--- src/rtl/ifft_tf_mult_if.sv ---
// Stream and twiddle-ROM signals of the IFFT twiddle multiplier.
// The slave side is the multiplier; the master side is its environment (upstream stage, ROM, downstream stage).
interface ifft_tf_mult_if #(
  parameter int DW = 16,
  parameter int TW = 12
);
  logic                 in_valid;
  logic                 in_sop;
  logic                 in_tw_en;
  logic signed [DW-1:0] in_real;
  logic signed [DW-1:0] in_imag;
  logic [2:0]           tf_addr;
  logic signed [TW-1:0] tf_real;
  logic signed [TW-1:0] tf_imag;
  logic                 out_valid;
  logic                 out_sop;
  logic signed [DW-1:0] out_real;
  logic signed [DW-1:0] out_imag;
  logic                 ovf;

  modport master (
    output in_valid, in_sop, in_tw_en, in_real, in_imag, tf_real, tf_imag,
    input  tf_addr, out_valid, out_sop, out_real, out_imag, ovf
  );

  modport slave (
    input  in_valid, in_sop, in_tw_en, in_real, in_imag, tf_real, tf_imag,
    output tf_addr, out_valid, out_sop, out_real, out_imag, ovf
  );
endinterface

--- src/rtl/ifft_tf_mult.sv ---
// Streaming complex multiply by the W32^(2k) twiddle addressed from an internal sample counter.
// Pipeline: operand regs -> product regs -> sum regs -> rounded/saturated output regs.
module ifft_tf_mult #(
  parameter int DW   = 16,
  parameter int TW   = 12,
  parameter bit CONJ = 1'b1
) (
  input logic          clk,
  input logic          rst,
  ifft_tf_mult_if.slave bus
);
  localparam int PW = DW + TW;
  localparam int SW = PW + 1;
  localparam logic signed [TW-1:0] ONE  = TW'(1024);
  localparam logic signed [SW-1:0] HALF = SW'(512);
  localparam logic signed [SW-1:0] MAXV = SW'((1 << (DW - 1)) - 1);
  localparam logic signed [SW-1:0] MINV = ~MAXV;

  logic [2:0]           cnt_q, cnt_d;
  logic                 s1_valid_q, s1_valid_d, s1_sop_q, s1_sop_d;
  logic signed [DW-1:0] s1_a_q, s1_a_d, s1_b_q, s1_b_d;
  logic signed [TW-1:0] s1_c_q, s1_c_d, s1_d_q, s1_d_d;
  logic                 s2_valid_q, s2_valid_d, s2_sop_q, s2_sop_d;
  logic signed [PW-1:0] s2_ac_q, s2_ac_d, s2_bd_q, s2_bd_d;
  logic signed [PW-1:0] s2_ad_q, s2_ad_d, s2_bc_q, s2_bc_d;
  logic                 s3_valid_q, s3_valid_d, s3_sop_q, s3_sop_d;
  logic signed [SW-1:0] s3_re_q, s3_re_d, s3_im_q, s3_im_d;
  logic                 out_valid_q, out_valid_d, out_sop_q, out_sop_d;
  logic signed [DW-1:0] out_real_q, out_real_d, out_imag_q, out_imag_d;
  logic                 ovf_q, ovf_d;

  logic [2:0]           eff_addr;
  logic                 use_unity;
  logic signed [SW-1:0] re_rnd, im_rnd;
  logic                 re_sat, im_sat;

  always_comb begin
    // A frame start always restarts at address 0, whose twiddle is exactly W^0.
    eff_addr  = bus.in_sop ? 3'd0 : cnt_q;
    use_unity = !bus.in_tw_en || bus.in_sop;
    cnt_d     = cnt_q;
    if (bus.in_valid) begin
      if (bus.in_tw_en)
        cnt_d = eff_addr + 3'd1;
      else if (bus.in_sop)
        cnt_d = 3'd0;
    end

    s1_valid_d = bus.in_valid;
    s1_sop_d   = bus.in_valid && bus.in_sop;
    s1_a_d     = bus.in_real;
    s1_b_d     = bus.in_imag;
    s1_c_d     = use_unity ? ONE : bus.tf_real;
    s1_d_d     = use_unity ? '0 : (CONJ ? -bus.tf_imag : bus.tf_imag);

    s2_valid_d = s1_valid_q;
    s2_sop_d   = s1_sop_q;
    s2_ac_d    = PW'(s1_a_q) * PW'(s1_c_q);
    s2_bd_d    = PW'(s1_b_q) * PW'(s1_d_q);
    s2_ad_d    = PW'(s1_a_q) * PW'(s1_d_q);
    s2_bc_d    = PW'(s1_b_q) * PW'(s1_c_q);

    s3_valid_d = s2_valid_q;
    s3_sop_d   = s2_sop_q;
    s3_re_d    = SW'(s2_ac_q) - SW'(s2_bd_q);
    s3_im_d    = SW'(s2_ad_q) + SW'(s2_bc_q);

    // Round half up, then clamp into the output range.
    re_rnd = (s3_re_q + HALF) >>> 10;
    im_rnd = (s3_im_q + HALF) >>> 10;
    re_sat = (re_rnd > MAXV) || (re_rnd < MINV);
    im_sat = (im_rnd > MAXV) || (im_rnd < MINV);

    out_valid_d = s3_valid_q;
    out_sop_d   = s3_sop_q;
    out_real_d  = out_real_q;
    out_imag_d  = out_imag_q;
    ovf_d       = ovf_q;
    if (s3_valid_q) begin
      out_real_d = (re_rnd > MAXV) ? DW'(MAXV) : ((re_rnd < MINV) ? DW'(MINV) : re_rnd[DW-1:0]);
      out_imag_d = (im_rnd > MAXV) ? DW'(MAXV) : ((im_rnd < MINV) ? DW'(MINV) : im_rnd[DW-1:0]);
      if (re_sat || im_sat)
        ovf_d = 1'b1;
      else if (s3_sop_q)
        ovf_d = 1'b0;
    end
  end

  always_ff @(posedge clk or posedge rst) begin
    if (rst) begin
      cnt_q       <= '0;
      s1_valid_q  <= 1'b0;
      s1_sop_q    <= 1'b0;
      s1_a_q      <= '0;
      s1_b_q      <= '0;
      s1_c_q      <= '0;
      s1_d_q      <= '0;
      s2_valid_q  <= 1'b0;
      s2_sop_q    <= 1'b0;
      s2_ac_q     <= '0;
      s2_bd_q     <= '0;
      s2_ad_q     <= '0;
      s2_bc_q     <= '0;
      s3_valid_q  <= 1'b0;
      s3_sop_q    <= 1'b0;
      s3_re_q     <= '0;
      s3_im_q     <= '0;
      out_valid_q <= 1'b0;
      out_sop_q   <= 1'b0;
      out_real_q  <= '0;
      out_imag_q  <= '0;
      ovf_q       <= 1'b0;
    end else begin
      cnt_q       <= cnt_d;
      s1_valid_q  <= s1_valid_d;
      s1_sop_q    <= s1_sop_d;
      s1_a_q      <= s1_a_d;
      s1_b_q      <= s1_b_d;
      s1_c_q      <= s1_c_d;
      s1_d_q      <= s1_d_d;
      s2_valid_q  <= s2_valid_d;
      s2_sop_q    <= s2_sop_d;
      s2_ac_q     <= s2_ac_d;
      s2_bd_q     <= s2_bd_d;
      s2_ad_q     <= s2_ad_d;
      s2_bc_q     <= s2_bc_d;
      s3_valid_q  <= s3_valid_d;
      s3_sop_q    <= s3_sop_d;
      s3_re_q     <= s3_re_d;
      s3_im_q     <= s3_im_d;
      out_valid_q <= out_valid_d;
      out_sop_q   <= out_sop_d;
      out_real_q  <= out_real_d;
      out_imag_q  <= out_imag_d;
      ovf_q       <= ovf_d;
    end
  end

  assign bus.tf_addr   = cnt_q;
  assign bus.out_valid = out_valid_q;
  assign bus.out_sop   = out_sop_q;
  assign bus.out_real  = out_real_q;
  assign bus.out_imag  = out_imag_q;
  assign bus.ovf       = ovf_q;
endmodule

--- src/flat_wrapper.sv ---
// flat-port wrapper written by rule: the top's interface ports become plain ports
module ifft_tf_mult_flat 
#(
  parameter int DW   = 16,
  parameter int TW   = 12,
  parameter bit CONJ = 1'b1
)
  (clk, rst, bus_in_valid, bus_in_sop, bus_in_tw_en, bus_in_real, bus_in_imag, bus_tf_real, bus_tf_imag, bus_tf_addr, bus_out_valid, bus_out_sop, bus_out_real, bus_out_imag, bus_ovf);
  ifft_tf_mult_if #(.DW(DW), .TW(TW)) bus_i ();
  input logic clk;
  input logic rst;
  input wire logic [$bits(bus_i.in_valid)-1:0] bus_in_valid;
  input wire logic [$bits(bus_i.in_sop)-1:0] bus_in_sop;
  input wire logic [$bits(bus_i.in_tw_en)-1:0] bus_in_tw_en;
  input wire logic [$bits(bus_i.in_real)-1:0] bus_in_real;
  input wire logic [$bits(bus_i.in_imag)-1:0] bus_in_imag;
  input wire logic [$bits(bus_i.tf_real)-1:0] bus_tf_real;
  input wire logic [$bits(bus_i.tf_imag)-1:0] bus_tf_imag;
  output wire logic [$bits(bus_i.tf_addr)-1:0] bus_tf_addr;
  output wire logic [$bits(bus_i.out_valid)-1:0] bus_out_valid;
  output wire logic [$bits(bus_i.out_sop)-1:0] bus_out_sop;
  output wire logic [$bits(bus_i.out_real)-1:0] bus_out_real;
  output wire logic [$bits(bus_i.out_imag)-1:0] bus_out_imag;
  output wire logic [$bits(bus_i.ovf)-1:0] bus_ovf;
  assign bus_i.in_valid = bus_in_valid;
  assign bus_i.in_sop = bus_in_sop;
  assign bus_i.in_tw_en = bus_in_tw_en;
  assign bus_i.in_real = bus_in_real;
  assign bus_i.in_imag = bus_in_imag;
  assign bus_i.tf_real = bus_tf_real;
  assign bus_i.tf_imag = bus_tf_imag;
  assign bus_tf_addr = bus_i.tf_addr;
  assign bus_out_valid = bus_i.out_valid;
  assign bus_out_sop = bus_i.out_sop;
  assign bus_out_real = bus_i.out_real;
  assign bus_out_imag = bus_i.out_imag;
  assign bus_ovf = bus_i.ovf;
  ifft_tf_mult #(.DW(DW), .TW(TW), .CONJ(CONJ)) u_core (.clk(clk), .rst(rst), .bus(bus_i));
endmodule
--- config.mk ---
export PLATFORM = sky130hd
export DESIGN_NAME = ifft_tf_mult_flat
export DESIGN_NICKNAME = d
export VERILOG_FILES = /design/src/rtl/ifft_tf_mult_if.sv /design/src/rtl/ifft_tf_mult.sv /design/src/flat_wrapper.sv
export SDC_FILE = /design/constraint.sdc
export NUM_CORES = 2
export LEC_CHECK = 0
export CAP_MARGIN = 20
export CORE_ASPECT_RATIO = 1.25
export CORE_MARGIN = 3
export CORE_UTILIZATION = 40
export CTS_BUF_LIST = sky130_fd_sc_hd__clkbuf_4
export DETAILED_ROUTE_END_ITERATION = 6
export DONT_BUFFER_PORTS = 1
export GPL_ROUTABILITY_DRIVEN = 0
export PLACE_DENSITY_LB_ADDON = 0.15
export SYNTH_ARGS = -nofsm -noshare
export SYNTH_HDL_FRONTEND = slang
export SYNTH_SLANG_ARGS = --single-unit
export TNS_END_PERCENT = 1
--- constraint.sdc ---
create_clock -name clk -period 10.8 [get_ports clk]
set_clock_uncertainty 0.05 [all_clocks]
set_input_delay 1.62 -clock clk [delete_from_list [all_inputs] [get_ports clk]]
set_output_delay 1.62 -clock clk [all_outputs]
set_load 0.1 [all_outputs]
==> results.md <==
* Number of synthesized flops with an enable pin at 0
* Synth Instances at 3954
* Max-cap violation count at 0
* Sink Count at 252
* Leak Pwr at 20.0 nW
* Hpwl dp at 67200 microns
* Synthesized Nets at 5021
* Setup Fix Bufs, Post-CTS at 0
* Synth cell types at 77
* Final min period at 6.72 ns
* Arrival time worst endpoint at 7.44 ns
* Slew Viols, Final at 0
* Final Cell Area at 39800 sq um
* Pwr/cell area at 163 nW/um^2
* FMAX at 149 MHz
* RSZ-0062 raised after global routing: no
* Hold Worst Slack at 0.298 ns
* Row count at 124
* PnR Total Power at 6.51 mW
* Syn avg cell area at 9.49 sq um
* Gr ovfl total at 0
* GRT Overall Usage at 0.192
* Sequential area share after synthesis at 0.168
* Die Height at 348 microns
* Status: complete, no violations
* Worst-path clk slew at 0.06 ns
* Synth Flop Type: dfrtp_1
* Routed length per instance at 17.0 microns
* Placed cell areas at 38900 sq um
* Core ar. at 92200 sq um
* Initial Util at 0.407
* Main combinational cell family by area after synthesis: adder cells
* Vias post-DR at 25.7k
* Drt pass-1 iters at 5
* Synth Cell Area at 37500 sq um
* Htree depth at 3
* WL final at 88500 microns
* Post-synth ARST share at 1.00
* Final ANT Viol Nets at 0
* Simple-gate area share of the yosys netlist at 0.144
* Crit-path max FO at 14
* Synth Area in Compound Gates at 0.0630
* Max clock buf depth at 3
* Final setup TNS at 0 ns
* Die W at 280 microns
* Die Area at 97500 sq um
* Boundary Pins at 99
* Worst Setup Start Kind: flip-flop
* TritonCTS clock tree: built
* Vias per cell at 4.94
* Critical Path RT at 11.52 ns
* Flop-to-flop setup slack at 4.08 ns
* Final hold vios at 0
* Setup-failing EPs final at 0
* Peak supply drop at 0.102 mV
* Clock buffer count from CTS at 76
* Mux contribution to synthesized area at 0.000867
* Total of warnings raised by yosys at 0
* Via count of the first global-routing pass at 27.0k
* Proportion of layout cells with a drive suffix above 1 at 0.0501
* Hold-fix buffers, CTS at 0
* DRC viols at 0
* Nets at 5007
* Largest net degree at the start of global routing at 95
* Post-route clock period utilization at 0.622
* Crit Path Category: reg2reg
* Worst Hold Depth at 0
* Initial antenna violation count at 8
* Post-CTS sizing at 0
* Syn-to-layout area delta at 6.24%
* R2r worst-path depth at 18
* Synthesis-stage register bit count at 252
* Synth Area in Adders at 0.478
* Initial DRC Count at 1328
* Clock Root Buffer: clkbuf_4
* HP Class: reg2reg
* Relative slew slack at 0.254
* Slew @ Worst Pin at 1.12 ns
* Xor-xnor portion of the synthesized cell area at 0.0420
* # fillers at 9244
* I/O Buffers at 0
* Global-route wire length before repair at 147000 microns
* Worst-Skew Late Latency at 0.90 ns
* Worst Setup End Kind: flip-flop
==> cell usage after synthesis, types with 25 or more instances <==
cell	count	area, sq um
nand2_1	517	1940
dfrtp_1	252	6310
o21ai_0	41	205
o21a_1	47	353
a21oi_1	78	390
fa_1	712	14300
ha_1	294	3680
and3_1	25	156
a21o_1	44	330
xnor2_1	132	1160
clkbuf_1	143	537
nand2b_1	31	194
nand3_1	32	160
nor2b_1	26	163
inv_1	886	3330
o211ai_1	39	293
nor2_1	153	574
and2_1	268	1680
xor2_1	48	420
==> per-stage QoR <==
step / std cells / util / worst slack (ns)
final: 5200 / 0.432 / 4.08
after global routing: 5196 / 0.432 / 3.63
after CTS: 5192 / 0.432 / 4.16
after detailed placement: 5058 / 0.422 / 4.12
after global placement: 5058 / 0.422 / 4.28
after floorplan: 3954 / - / 2.20
==> cell families after synthesis <==
group | count (synthesis)
and+or+nand+nor | 1133
xor gates and xnor gates | 180
DFF | 252
buffers and inverters | 1038
AOI/OAI and AO/OA | 342
adders and majority gates | 1006
muxes | 3
==> final timing paths <==
check / to / from
setup / recovery: u_core.s2_ad_q[27]$_DFF_PP0_ / u_core.s1_d_q[11]$_DFF_PP0_
hold / removal: u_core.s2_valid_q$_DFF_PP0_ / u_core.s1_valid_q$_DFF_PP0_
setup reg to reg: u_core.s2_ad_q[27]$_DFF_PP0_ / u_core.s1_d_q[11]$_DFF_PP0_
hold reg to reg: u_core.s2_valid_q$_DFF_PP0_ / u_core.s1_valid_q$_DFF_PP0_
max in group asynchronous: u_core.s2_bd_q[25]$_DFF_PP0_ / rst
min in group asynchronous: u_core.s2_ad_q[3]$_DFF_PP0_ / rst
==> routing by layer <==
metal | GRT usage | vias to the layer above | wire (microns)
met2 | 0.309 | 566 | 41500
met4 | 0.0564 | 6 | 2350
met5 | 0 | - | 40
met3 | 0.0356 | 120 | 5000
met1 | 0.266 | 13100 | 39700
li1 | - | 11900 | -
==> worst max-delay path, stage by stage, from the launching register on <==
cell and delay [ns]:
dfrtp_1 0.74, clkinv_1 0.68, nor2_1 0.28, fa_1 0.46
fa_1 0.51, fa_1 0.42, fa_1 0.49, inv_1 0.05
fa_1 0.47, inv_1 0.04, ha_1 0.34, a21oi_1 0.22
nor2b_1 0.06, o21ai_0 0.25, nand4b_1 0.23, a2111oi_0 0.86
nand2b_1 0.24, o21ai_1 0.11, o211ai_1 0.18
==> state kept, by name (all words and copies together) (netlist names), 3 cells and up <==
signal	cells
u_core.s3_im_q	20
u_core.bus.out_real	16
u_core.s1_c_q	12
u_core.s1_a_q	16
u_core.s3_re_q	20
u_core.s2_ad_q	28
u_core.bus.tf_addr	3
u_core.bus.out_imag	16
u_core.s2_ac_q	28
u_core.s1_b_q	16
u_core.s2_bd_q	28
u_core.s1_d_q	12
u_core.s2_bc_q	28
==> power by group <==
part | switching [mW] | total [mW] | internal, mW
Combinational | 2.12 | 3.65 | 1.54
Sequential | 0.615 | 1.90 | 1.29
Clock | 0.477 | 0.956 | 0.479
==> cell type report <==
cell class | count | area, sq um | area share
antenna | 7 | 17.5 | 0.000440
clock buffer | 106 | 796 | 0.0200
clock inverter | 28 | 159 | 0.00399
inverter | 890 | 3350 | 0.0840
multi-input combinational | 2664 | 27300 | 0.685
sequential | 252 | 6310 | 0.158
tap | 1197 | 1500 | 0.0376
timing repair buffer | 56 | 420 | 0.0106
==> cells in the final DEF, fill, tap and decap left out, types with 11 or more instances in the layout <==
| master | synthesis | routed |
|---|---|---|
| buf_4 | 0 | 56 |
| nand2_1 | 517 | 517 |
| and3_1 | 25 | 25 |
| nand2b_1 | 31 | 31 |
| clkbuf_4 | 0 | 106 |
| nor2_1 | 153 | 153 |
| fa_1 | 712 | 712 |
| a21oi_1 | 78 | 78 |
| inv_1 | 886 | 885 |
| a21o_1 | 44 | 44 |
| and2_1 | 268 | 268 |
| xnor2_1 | 132 | 132 |
| o211ai_1 | 39 | 39 |
| or3_1 | 11 | 11 |
| a211oi_1 | 12 | 12 |
| nand3_1 | 32 | 32 |
| ha_1 | 294 | 294 |
| o21ai_0 | 41 | 41 |
| o21a_1 | 47 | 47 |
| o21ai_1 | 13 | 13 |
| nand4_1 | 14 | 14 |
| nor3_1 | 24 | 24 |
| dfrtp_1 | 252 | 251 |
| xor2_1 | 48 | 48 |
| clkinv_1 | 2 | 19 |
| nor2b_1 | 26 | 26 |
Power figures use the tool's default switching activity.
